--- config.mk ---
export PLATFORM = sky130hd
export DESIGN_NAME = fmo_tile_writer_flat
export DESIGN_NICKNAME = d
export VERILOG_FILES = /design/src/rtl/fmo_tile_writer_if.sv /design/src/rtl/fmo_tile_writer.sv /design/src/flat_wrapper.sv
export SDC_FILE = /design/constraint.sdc
export NUM_CORES = 1
export LEC_CHECK = 0
export ABC_AREA = 1
export BUFFER_PORTS_ARGS = -buffer_cell sky130_fd_sc_hd__buf_2
export CORE_ASPECT_RATIO = 0.9
export CORE_MARGIN = 2
export CORE_UTILIZATION = 57
export DETAILED_ROUTE_END_ITERATION = 10
export PLACE_DENSITY = 0.82
export SYNTH_ARGS = -nofsm -noshare
export SYNTH_HDL_FRONTEND = slang
export SYNTH_SLANG_ARGS = --single-unit
--- constraint.sdc ---
create_clock -name clk -period 7.8 [get_ports clk]
set_input_delay 1.56 -clock clk [delete_from_list [all_inputs] [get_ports clk]]
set_output_delay 1.56 -clock clk [all_outputs]
set_load 0.02 [all_outputs]
--- src/rtl/fmo_tile_writer_if.sv ---
// Tile-writer bus: tile descriptor and start, pixel stream handshake,
// FMO RAM write port and status flags. Clock and reset stay outside.
interface fmo_tile_writer_if #(
    parameter int PX_W   = 16,
    parameter int ADDR_W = 16
) ();
    logic              start;
    logic [7:0]        fm_w;
    logic [7:0]        fm_h;
    logic [7:0]        tile_x0;
    logic [7:0]        tile_y0;
    logic [10:0]       ch_base;
    logic [5:0]        n_ch;
    logic              px_valid;
    logic [PX_W-1:0]   px_data;
    logic              px_ready;
    logic              fmo_we;
    logic [ADDR_W-1:0] fmo_addr;
    logic [PX_W-1:0]   fmo_din;
    logic              busy;
    logic              done;

    // Upstream side: controller plus PW output stage
    modport master (
        output start, fm_w, fm_h, tile_x0, tile_y0, ch_base, n_ch,
        output px_valid, px_data,
        input  px_ready, fmo_we, fmo_addr, fmo_din, busy, done
    );

    // Writer side
    modport slave (
        input  start, fm_w, fm_h, tile_x0, tile_y0, ch_base, n_ch,
        input  px_valid, px_data,
        output px_ready, fmo_we, fmo_addr, fmo_din, busy, done
    );
endinterface

--- src/rtl/fmo_tile_writer.sv ---
// FMO tile writer: takes one Tox x Toy output tile for up to NPAR channels
// (order c, y, x) and writes it into the channel-planar FMO RAM, dropping
// pixels that lie beyond the right/bottom edge of the feature map.
// Optional build macro FMO_RELU_EN: clamp negative pixels to zero on write.
module fmo_tile_writer #(
    parameter int PX_W   = 16,
    parameter int TOX    = 7,
    parameter int TOY    = 7,
    parameter int NPAR   = 32,
    parameter int ADDR_W = 16
) (
    input  logic            clk,
    input  logic            rst,
    fmo_tile_writer_if.slave bus
);
    localparam int XW = (TOX > 1) ? $clog2(TOX) : 1;
    localparam int YW = (TOY > 1) ? $clog2(TOY) : 1;
    localparam logic [5:0]    NPAR_C = 6'(NPAR);
    localparam logic [XW-1:0] X_LAST = XW'(TOX - 1);
    localparam logic [YW-1:0] Y_LAST = YW'(TOY - 1);

    typedef enum logic [1:0] {S_IDLE, S_SETUP, S_RUN, S_DONE} state_t;

    state_t            state_q, state_d;
    logic [7:0]        fm_w_q, fm_w_d, fm_h_q, fm_h_d;
    logic [7:0]        tx0_q, tx0_d, ty0_q, ty0_d;
    logic [10:0]       ch_base_q, ch_base_d;
    logic [5:0]        n_ch_q, n_ch_d;
    logic [15:0]       plane_q, plane_d;
    logic [ADDR_W-1:0] chan_base_q, chan_base_d;
    logic [ADDR_W-1:0] row_org_q, row_org_d;
    logic [ADDR_W-1:0] row_base_q, row_base_d;
    logic [XW-1:0]     x_q, x_d;
    logic [YW-1:0]     y_q, y_d;
    logic [5:0]        c_q, c_d;
    logic              we_q, we_d;
    logic [ADDR_W-1:0] addr_q, addr_d;
    logic [PX_W-1:0]   din_q, din_d;

    logic              ready_c, busy_c, done_c, accept_c, last_c, inb_c;
    logic [8:0]        col_c, row_c;
    logic [15:0]       plane_c;
    logic [31:0]       chan_prod_c, row_prod_c;
    logic [PX_W-1:0]   wdata_c;

    assign accept_c = bus.px_valid && (state_q == S_RUN);
    assign last_c   = (x_q == X_LAST) && (y_q == Y_LAST) && (c_q == n_ch_q - 6'd1);
    assign col_c    = 9'(tx0_q) + 9'(x_q);
    assign row_c    = 9'(ty0_q) + 9'(y_q);
    assign inb_c    = (col_c < 9'(fm_w_q)) && (row_c < 9'(fm_h_q));

    // Setup-only products; the per-pixel path below is add-only
    assign plane_c     = 16'(fm_w_q) * 16'(fm_h_q);
    assign chan_prod_c = 32'(ch_base_q) * 32'(plane_c);
    assign row_prod_c  = 32'(ty0_q) * 32'(fm_w_q);

`ifdef FMO_RELU_EN
    assign wdata_c = bus.px_data[PX_W-1] ? '0 : bus.px_data;
`else
    assign wdata_c = bus.px_data;
`endif

    // Control FSM: next state and status outputs
    always_comb begin
        state_d = state_q;
        ready_c = 1'b0;
        busy_c  = 1'b0;
        done_c  = 1'b0;
        unique case (state_q)
            S_IDLE: begin
                if (bus.start) state_d = (bus.n_ch == 6'd0) ? S_DONE : S_SETUP;
            end
            S_SETUP: begin
                busy_c  = 1'b1;
                state_d = S_RUN;
            end
            S_RUN: begin
                busy_c  = 1'b1;
                ready_c = 1'b1;
                if (accept_c && last_c) state_d = S_DONE;
            end
            S_DONE: begin
                done_c  = 1'b1;
                state_d = S_IDLE;
            end
            default: state_d = S_IDLE;
        endcase
    end

    // Datapath: descriptor latch, incremental address walk, write port
    always_comb begin
        fm_w_d      = fm_w_q;
        fm_h_d      = fm_h_q;
        tx0_d       = tx0_q;
        ty0_d       = ty0_q;
        ch_base_d   = ch_base_q;
        n_ch_d      = n_ch_q;
        plane_d     = plane_q;
        chan_base_d = chan_base_q;
        row_org_d   = row_org_q;
        row_base_d  = row_base_q;
        x_d         = x_q;
        y_d         = y_q;
        c_d         = c_q;
        we_d        = 1'b0;
        addr_d      = addr_q;
        din_d       = din_q;

        if (state_q == S_IDLE && bus.start) begin
            fm_w_d    = bus.fm_w;
            fm_h_d    = bus.fm_h;
            tx0_d     = bus.tile_x0;
            ty0_d     = bus.tile_y0;
            ch_base_d = bus.ch_base;
            n_ch_d    = (bus.n_ch > NPAR_C) ? NPAR_C : bus.n_ch;
        end

        // row_org holds tile_y0*fm_w so each channel restarts at the tile's top row
        if (state_q == S_SETUP) begin
            plane_d     = plane_c;
            chan_base_d = chan_prod_c[ADDR_W-1:0];
            row_org_d   = row_prod_c[ADDR_W-1:0];
            row_base_d  = row_prod_c[ADDR_W-1:0];
            x_d         = '0;
            y_d         = '0;
            c_d         = '0;
        end

        if (accept_c) begin
            if (inb_c) begin
                we_d   = 1'b1;
                addr_d = chan_base_q + row_base_q + ADDR_W'(tx0_q) + ADDR_W'(x_q);
                din_d  = wdata_c;
            end
            if (x_q == X_LAST) begin
                x_d = '0;
                if (y_q == Y_LAST) begin
                    y_d         = '0;
                    c_d         = c_q + 6'd1;
                    row_base_d  = row_org_q;
                    chan_base_d = chan_base_q + ADDR_W'(plane_q);
                end else begin
                    y_d        = y_q + YW'(1);
                    row_base_d = row_base_q + ADDR_W'(fm_w_q);
                end
            end else begin
                x_d = x_q + XW'(1);
            end
        end
    end

    // State and datapath registers
    always_ff @(posedge clk or posedge rst) begin
        if (rst) begin
            state_q     <= S_IDLE;
            fm_w_q      <= '0;
            fm_h_q      <= '0;
            tx0_q       <= '0;
            ty0_q       <= '0;
            ch_base_q   <= '0;
            n_ch_q      <= '0;
            plane_q     <= '0;
            chan_base_q <= '0;
            row_org_q   <= '0;
            row_base_q  <= '0;
            x_q         <= '0;
            y_q         <= '0;
            c_q         <= '0;
            we_q        <= 1'b0;
            addr_q      <= '0;
            din_q       <= '0;
        end else begin
            state_q     <= state_d;
            fm_w_q      <= fm_w_d;
            fm_h_q      <= fm_h_d;
            tx0_q       <= tx0_d;
            ty0_q       <= ty0_d;
            ch_base_q   <= ch_base_d;
            n_ch_q      <= n_ch_d;
            plane_q     <= plane_d;
            chan_base_q <= chan_base_d;
            row_org_q   <= row_org_d;
            row_base_q  <= row_base_d;
            x_q         <= x_d;
            y_q         <= y_d;
            c_q         <= c_d;
            we_q        <= we_d;
            addr_q      <= addr_d;
            din_q       <= din_d;
        end
    end

    assign bus.px_ready = ready_c;
    assign bus.busy     = busy_c;
    assign bus.done     = done_c;
    assign bus.fmo_we   = we_q;
    assign bus.fmo_addr = addr_q;
    assign bus.fmo_din  = din_q;
endmodule

--- src/flat_wrapper.sv ---
// flat-port wrapper written by rule: the top's interface ports become plain ports
module fmo_tile_writer_flat 
#(
    parameter int PX_W   = 16,
    parameter int TOX    = 7,
    parameter int TOY    = 7,
    parameter int NPAR   = 32,
    parameter int ADDR_W = 16
)
  (clk, rst, bus_start, bus_fm_w, bus_fm_h, bus_tile_x0, bus_tile_y0, bus_ch_base, bus_n_ch, bus_px_valid, bus_px_data, bus_px_ready, bus_fmo_we, bus_fmo_addr, bus_fmo_din, bus_busy, bus_done);
  fmo_tile_writer_if #(.PX_W(PX_W), .ADDR_W(ADDR_W)) bus_i ();
  input  logic clk;
  input  logic rst;
  input wire logic [$bits(bus_i.start)-1:0] bus_start;
  input wire logic [$bits(bus_i.fm_w)-1:0] bus_fm_w;
  input wire logic [$bits(bus_i.fm_h)-1:0] bus_fm_h;
  input wire logic [$bits(bus_i.tile_x0)-1:0] bus_tile_x0;
  input wire logic [$bits(bus_i.tile_y0)-1:0] bus_tile_y0;
  input wire logic [$bits(bus_i.ch_base)-1:0] bus_ch_base;
  input wire logic [$bits(bus_i.n_ch)-1:0] bus_n_ch;
  input wire logic [$bits(bus_i.px_valid)-1:0] bus_px_valid;
  input wire logic [$bits(bus_i.px_data)-1:0] bus_px_data;
  output wire logic [$bits(bus_i.px_ready)-1:0] bus_px_ready;
  output wire logic [$bits(bus_i.fmo_we)-1:0] bus_fmo_we;
  output wire logic [$bits(bus_i.fmo_addr)-1:0] bus_fmo_addr;
  output wire logic [$bits(bus_i.fmo_din)-1:0] bus_fmo_din;
  output wire logic [$bits(bus_i.busy)-1:0] bus_busy;
  output wire logic [$bits(bus_i.done)-1:0] bus_done;
  assign bus_i.start = bus_start;
  assign bus_i.fm_w = bus_fm_w;
  assign bus_i.fm_h = bus_fm_h;
  assign bus_i.tile_x0 = bus_tile_x0;
  assign bus_i.tile_y0 = bus_tile_y0;
  assign bus_i.ch_base = bus_ch_base;
  assign bus_i.n_ch = bus_n_ch;
  assign bus_i.px_valid = bus_px_valid;
  assign bus_i.px_data = bus_px_data;
  assign bus_px_ready = bus_i.px_ready;
  assign bus_fmo_we = bus_i.fmo_we;
  assign bus_fmo_addr = bus_i.fmo_addr;
  assign bus_fmo_din = bus_i.fmo_din;
  assign bus_busy = bus_i.busy;
  assign bus_done = bus_i.done;
  fmo_tile_writer #(.PX_W(PX_W), .TOX(TOX), .TOY(TOY), .NPAR(NPAR), .ADDR_W(ADDR_W)) u_core (.clk(clk), .rst(rst), .bus(bus_i));
endmodule
## Yosys cells after proc, flatten, opt, wreduce, memory -nomap -nowiden

Index checks and enable logic that the tools add are counted.

| word-level totals | value |
|---|---|
| flip-flop bits (word level) | 160 |
| input bits | 69 |

| cells by class | value |
|---|---|
| order comparisons | 3 |
| $add $sub $neg | 11 |
| reductions and logical operators | 12 |
| multipliers | 3 |
| mux-type cells | 29 |
| equal/unequal tests | 8 |

Operators by type and width:

| kind | number |
|---|---|
| $mux 16 | 8 |
| $add 16x16->16 | 2 |
| $add 16x8->16 | 2 |
| $mul 8x8->16 | 2 |
| $mux 6 | 5 |
| $mux 3 | 7 |
| $add 8x3->9 | 2 |
| $lt 9x8->1 | 2 |
| $add 16x3->16 | 1 |
| $mul 11x16->16 | 1 |
| $pmux 2 s4 | 1 |
| $add 3x1->3 const B | 2 |
| $add 6x1->6 const B | 1 |
| $eq 3x3->1 const B | 2 |
| $eq 6x6->1 | 1 |
| $gt 6x6->1 const B | 1 |
| $logic_and 1x1->1 | 6 |
| $logic_not 6->1 | 1 |
| $mux 2 | 3 |
| $sub 6x1->6 const B | 1 |
| $mux 1 | 5 |
| $eq 2x2->1 const B | 2 |
| $ne 2x2->1 const B | 2 |
| $reduce_and 2->1 | 2 |
| other kinds (4) | 4 |

## Logic depth before layout (Yosys ltp)

| logic depth | value |
|---|---|
| depth in word-level cells | 6 |
| mapped depth | 41 |
| depth with buffers taken out | 40 |

## Worst setup path before layout

OpenSTA, ideal clock, no wires.

| path | value |
|---|---|
| kind | register to register |
| start point | register u_core.fm_w_q[2] |
| end point | register u_core.chan_base_q[15] |
| cell stages (with the launch flop) | 39 |
| library setup time | 0.073 ns |
| path slack | -0.374 ns |
| data required time | 7.727 ns |
| period minus slack after synthesis | 8.174 ns |
| buffers on the path | 2 |
| arrival | 8.101 ns |
| path through | dfrtp_1 -> clkbuf_1 -> clkbuf_1 -> nand2_1 -> fa_1 -> fa_1 -> inv_1 -> fa_1 -> inv_1 -> fa_1 -> inv_1 -> ha_1 -> a21oi_1 -> o21ai_2 -> a21o_1 -> nand2_1 -> and2_4 -> nand2_1 -> [... 3 more ...] -> fa_1 -> fa_1 -> inv_1 -> fa_1 -> inv_1 -> ha_1 -> inv_1 -> nor3_1 -> nand4_1 -> nand4_1 -> xor2_1 -> nand3b_1 -> nand2_1 -> inv_1 -> nand3_1 -> nand2_1 -> nand2_1 -> a21oi_2 |

| on the way | value |
|---|---|
| word-level cells in the longest chain between the ends | 6 |

Ends and longest elaborated chain:

| element | line | RTL |
|---|---|---|
| start: declaration | fmo_tile_writer.sv:25 | `logic [7:0] fm_w_q, fm_w_d, fm_h_q, fm_h_d;` |
| start signal: assignment | fmo_tile_writer.sv:174 | `fm_w_q <= fm_w_d;` |
| $mul 8x8->16 (*) | fmo_tile_writer.sv:53 | `assign plane_c = 16'(fm_w_q) * 16'(fm_h_q);` |
| $mul 11x16->16 (*) | fmo_tile_writer.sv:54 | `assign chan_prod_c = 32'(ch_base_q) * 32'(plane_c);` |
| $mux 16 (*) | fmo_tile_writer.sv:119 | `if (state_q == S_SETUP) begin` |
| $mux 16 | fmo_tile_writer.sv:137 | `if (y_q == Y_LAST) begin` |
| $mux 16 | fmo_tile_writer.sv:135 | `if (x_q == X_LAST) begin` |
| $mux 16 (*) | fmo_tile_writer.sv:129 | `if (accept_c) begin` |
| named net u_core.chan_base_d[15] | fmo_tile_writer.sv:30 | `logic [ADDR_W-1:0] chan_base_q, chan_base_d;` |
| end signal: assignment | fmo_tile_writer.sv:181 | `chan_base_q <= chan_base_d;` |
| end: declaration | fmo_tile_writer.sv:30 |  |

The timed path passes the listed nets; every way through them passes the cells marked *.
A chain may end at the register's enable or synchronous reset.

## Final worst setup path

| path | value |
|---|---|
| start point | register u_core.fm_h_q[2] |
| end point | register u_core.chan_base_q[15] |

| on the way | value |
|---|---|
| word-level cells in the longest chain between the ends | 6 |

Ends and longest elaborated chain:

| element | line | RTL |
|---|---|---|
| start: declaration | fmo_tile_writer.sv:25 |  |
| start signal: assignment | fmo_tile_writer.sv:175 | `fm_h_q <= fm_h_d;` |
| $mul 8x8->16 (*) | fmo_tile_writer.sv:53 |  |
| $mul 11x16->16 (*) | fmo_tile_writer.sv:54 |  |
| $mux 16 (*) | fmo_tile_writer.sv:119 |  |
| $mux 16 | fmo_tile_writer.sv:137 |  |
| $mux 16 | fmo_tile_writer.sv:135 |  |
| $mux 16 (*) | fmo_tile_writer.sv:129 |  |
| named net u_core.chan_base_d[15] | fmo_tile_writer.sv:30 |  |

Marks and branches as above.

==> summary by stage <==
Global route
The via count of the first global-routing pass came to between 15000 and 20000. The first global-routing pass estimated about 75000 um of wire. The maximum number of pins on one net before global-route repair is 97.

Across every metal layer, demand over resource in global routing totals 0.2932. The initial antenna violation count is 2. The total overflow left after global routing is 0.

Synthesis
The number of storage elements in the synthesis netlist is 160. The synthesized design spends more area on one cell type than any other, namely dfrtp_1. The most common flop cell mapped by yosys is dfrtp_1. By area the synthesized netlist is led by dfrtp_1 (23%), fa_1 (19%), ha_1 (14%).

Counting instances in the post-synthesis netlist gives the leading cell types as nand2_1 (620), inv_1 (478), ha_1 (189). Averaged over all synthesized cells, the footprint is between 7 and 8 um2. Of all flip-flops after synthesis, the portion carrying an async set or reset was 1.000. The most instantiated library cell after synthesis is nand2_1. The total of warnings raised by yosys is 0. In the synthesized netlist, the number of instances is between 2000 and 2500. Counting flops with a built-in enable in the synthesized netlist gives 0. The share of the Yosys chip area taken by registers is 0.2288. The number of unique standard cell types used by synthesis is 62. When the netlist entered floorplanning its net count stood at between 2000 and 3000.

The share of Yosys cell area claimed by the top area cell type is 0.2288. The cell area after synthesis is between 0.015 and 0.02 mm2.

Route
For this run, design rule violations remaining after detail routing come to 0. In this run, the number of DRC markers left after iteration 0 of detailed routing was 1270. The detailed-routed wire length on met3 is between 3000 and 4000 um. The average wire length per cell after detail routing is about 16 um. For this run, the detailed router's first-pass iteration total came to 6.

The via density per instance is 5.483. The count of nets left with antenna violations once routing finished came out at 0. The wire length reported by the detailed router is ~46000 um. The routed length on met2 is around 21000 um. Across all layers, the routed design uses around 16000 vias. The met1 routed wirelength after detailed routing is between 15000 and 20000 um.

The highest layer touched by signal routing is met4.

Place
The number of cells after detailed placement is 2788. The count of buffers added on input and output ports is 104. Once detailed placement completed, the half-perimeter wirelength came to 34380 um. The global placer's final weighted congestion is a little over 0.9.

Layout
The area added between synthesis and finish is 13.20%. In the final layout, the share of cells above drive strength 1 is 0.1339. The number of cells in the finished layout apart from fillers is 2831.

In the final design database the tool counted ~2800 nets. Counting the fill cells in the layout gives roughly 2500.

Setup path
In this design, the critical path's most frequently occurring cell is fa_1. Setup slack on the worst reg-to-reg path comes out at -210 ps. The worst register-to-register path has a depth of 38. The element type at the critical path end is a flip-flop. The cell family contributing the most delay on the critical path is adder cells. The sum of buffers and inverters on the critical path is 11. The worst setup path is launched from a flip-flop.

The capture instance of the worst register-to-register path is u_core.chan_base_q[15]. Along the worst path, the maximum fanout reaches 4. The startpoint identified for the worst register-to-register timing path is u_core.fm_h_q[2]. The kind of critical path is reg2reg. STA puts the critical path data arrival time at 8410 ps. Data on the critical path is required at its endpoint by 8190 ps. The slowest cell on the critical path is fa_1. The delay of the slowest cell on the worst path is between 500 and 600 ps.

STA
The smallest clock period supported by the final layout is computed as 8011 ps. The top achievable clock speed is roughly 0.12 GHz. The setup-violating endpoint count in the final report is 1. The final hold violation count was 0. The number of max-slew violations in the final report came to 0. The measured slew at the worst slew-check pin is 932.0 ps. The post-route clock skew is about 16 ps. In this run the tightest slew margin relative to its limit is 0.3780. Setup repair after global routing could not meet its margin everywhere.

Dividing the final minimum period by the clock period gives 1.027. The smallest setup slack after layout is -211.4 ps.

Floorplanning
The die is ~170 um tall. The die extent in x is ~190 um. The effective utilization at floorplan is 0.5827. The die outline area is 0.03212 mm2. Pin placement for this block handled about 110 I/O pins. The floorplan row count is 60.

The core area is 0.03003 mm2.

CTS
The number of H-tree levels is 4. The number of clock buffers inserted by TritonCTS is 17. Clock tree synthesis found a total of 160 sinks. The tree is rooted in a clkbuf_16. Counting along the longest clock path gives a buffer depth of 2.

Clock-pin slew was measured on the worst setup and hold paths at ~80 ps. TritonCTS built the clock tree. Hold repair after CTS inserted 0 buffers. The insertion delay of the later-clocked pin in the worst-skew pair is 460 ps.

Hold path
The startpoint identified for the worst hold timing path is u_core.bus.fmo_din[11]. Counting instances, the worst hold path has a depth of 2. The worst hold path belongs to the class reg2reg. For hold timing, the worst endpoint is u_core.bus.fmo_din[11].

Run status
The flow ran to the end, but the final reports show violations. The checks that failed: setup timing.

Flow run
The number of maximum-capacitance violations is 0.
-- cells by family (layout without fill, tap and decap cells) --
logic type | count (synthesis) | in the layout | synth area share
flip-flops | 160 | 160 | 0.2288
other | 0 | 1 | 0
AO/OA/AOI/OAI | 323 | 323 | 0.1053
XOR/XNOR | 52 | 52 | 0.02646
buffers and inverters | 564 | 709 | 0.1231
AND/OR/NAND/NOR | 832 | 832 | 0.1958
adder cells (fa/ha/maj) | 351 | 351 | 0.3205
-- cells in the final DEF, fill, tap and decap left out, types with 5 or more instances in the layout --
master,instances
nand3b_1,9
a21oi_2,9
a21oi_1,118
nor2_1,72
xor2_1,31
o211ai_1,11
a31oi_1,6
inv_2,15
nand4_1,12
nand3_2,5
buf_4,85
ha_1,179
nor3_1,12
inv_1,466
dfrtp_1,158
or2_2,6
nand3_1,68
clkinv_8,8
xnor2_1,20
fa_1,159
o21ai_2,11
buf_2,104
o21ai_0,106
ha_4,9
nand2_2,13
o21ai_1,12
o21bai_1,9
nand2_1,613
clkbuf_16,17
-- flip-flops by register name (all words and copies together), names as in the netlist --
| signal | count |
|---|---|
| u_core.plane_q | 16 |
| u_core.y_q | 3 |
| u_core.chan_base_q | 16 |
| u_core.state_q | 2 |
| u_core.fm_h_q | 8 |
| u_core.tx0_q | 8 |
| u_core.c_q | 6 |
| u_core.bus.fmo_addr | 16 |
| u_core.bus.fmo_we | 1 |
| u_core.row_org_q | 16 |
| u_core.ch_base_q | 11 |
| u_core.bus.fmo_din | 16 |
| u_core.x_q | 3 |
| u_core.n_ch_q | 6 |
| u_core.fm_w_q | 8 |
| u_core.row_base_q | 16 |
| u_core.ty0_q | 8 |
-- layout make-up --
| class | instances | area [um2] | area share |
|---|---|---|---|
| multi-input cells | 1558 | 11630 | 0.5871 |
| flip-flops and latches | 160 | 4006 | 0.2023 |
| clock inverters | 15 | 206.4 | 0.01042 |
| inverters | 484 | 1822 | 0.09197 |
| well taps | 403 | 504.2 | 0.02546 |
| diodes | 1 | 2.502 | 0.0001263 |
| repair buffers | 193 | 1212 | 0.06121 |
| clock buffers | 17 | 425.4 | 0.02148 |
-- per-stage QoR --
step                      hold slack [ps]  instance area (um2)    util  worst slack (ps)  TNS (ps)
after floorplan                     442.2                17560       -             6.787         0
after global placement              455.6                18830  0.6270            -113.2    -153.7
after detailed placement            460.0                18830  0.6270            -300.9    -839.5
after CTS                           480.4                19570  0.6518            -229.8    -229.8
after global routing                499.5                19810  0.6595            -670.7     -1730
final                               478.3                19810  0.6596            -211.4    -211.4
-- how the worst max path moves through the flow --
stage	startpoint	end	slack [ps]	cells past startpoint
2_1_floorplan	u_core.fm_h_q[2]	u_core.chan_base_q[15]	7	39
6_report	u_core.fm_h_q[2]	u_core.chan_base_q[15]	-210	38
4_1_cts	u_core.fm_h_q[2]	u_core.chan_base_q[15]	-230	37
3_3_place_gp	u_core.fm_w_q[4]	u_core.chan_base_q[15]	-110	38
3_5_place_dp	u_core.fm_h_q[2]	u_core.chan_base_q[15]	-300	35
5_1_grt	u_core.fm_w_q[1]	u_core.chan_base_q[15]	-670	38
-- tightest hold or removal path: cells and delay by family (launching register included) --
kind             cells  cell delay, ps
AND/OR/NAND/NOR      2             110
flip-flops           1             340
-- per-layer routing --
layer  vias up  GRT usage
met1      7387     0.3872
met5         -          0
met2       673     0.4835
met4         0     0.1219
met3       141    0.04681
li1       7321          -
-- timing repair --
action,in CTS,in global routing
gates cloned,0,0
endpoints found under the setup margin,4,6
pin swaps,21,36
buffers inserted,7,3
resized for setup,16,48
Power is left out: the tool's default activity adds up to more than one toggle a clock period on the data nets, which glitch-free logic cannot reach.
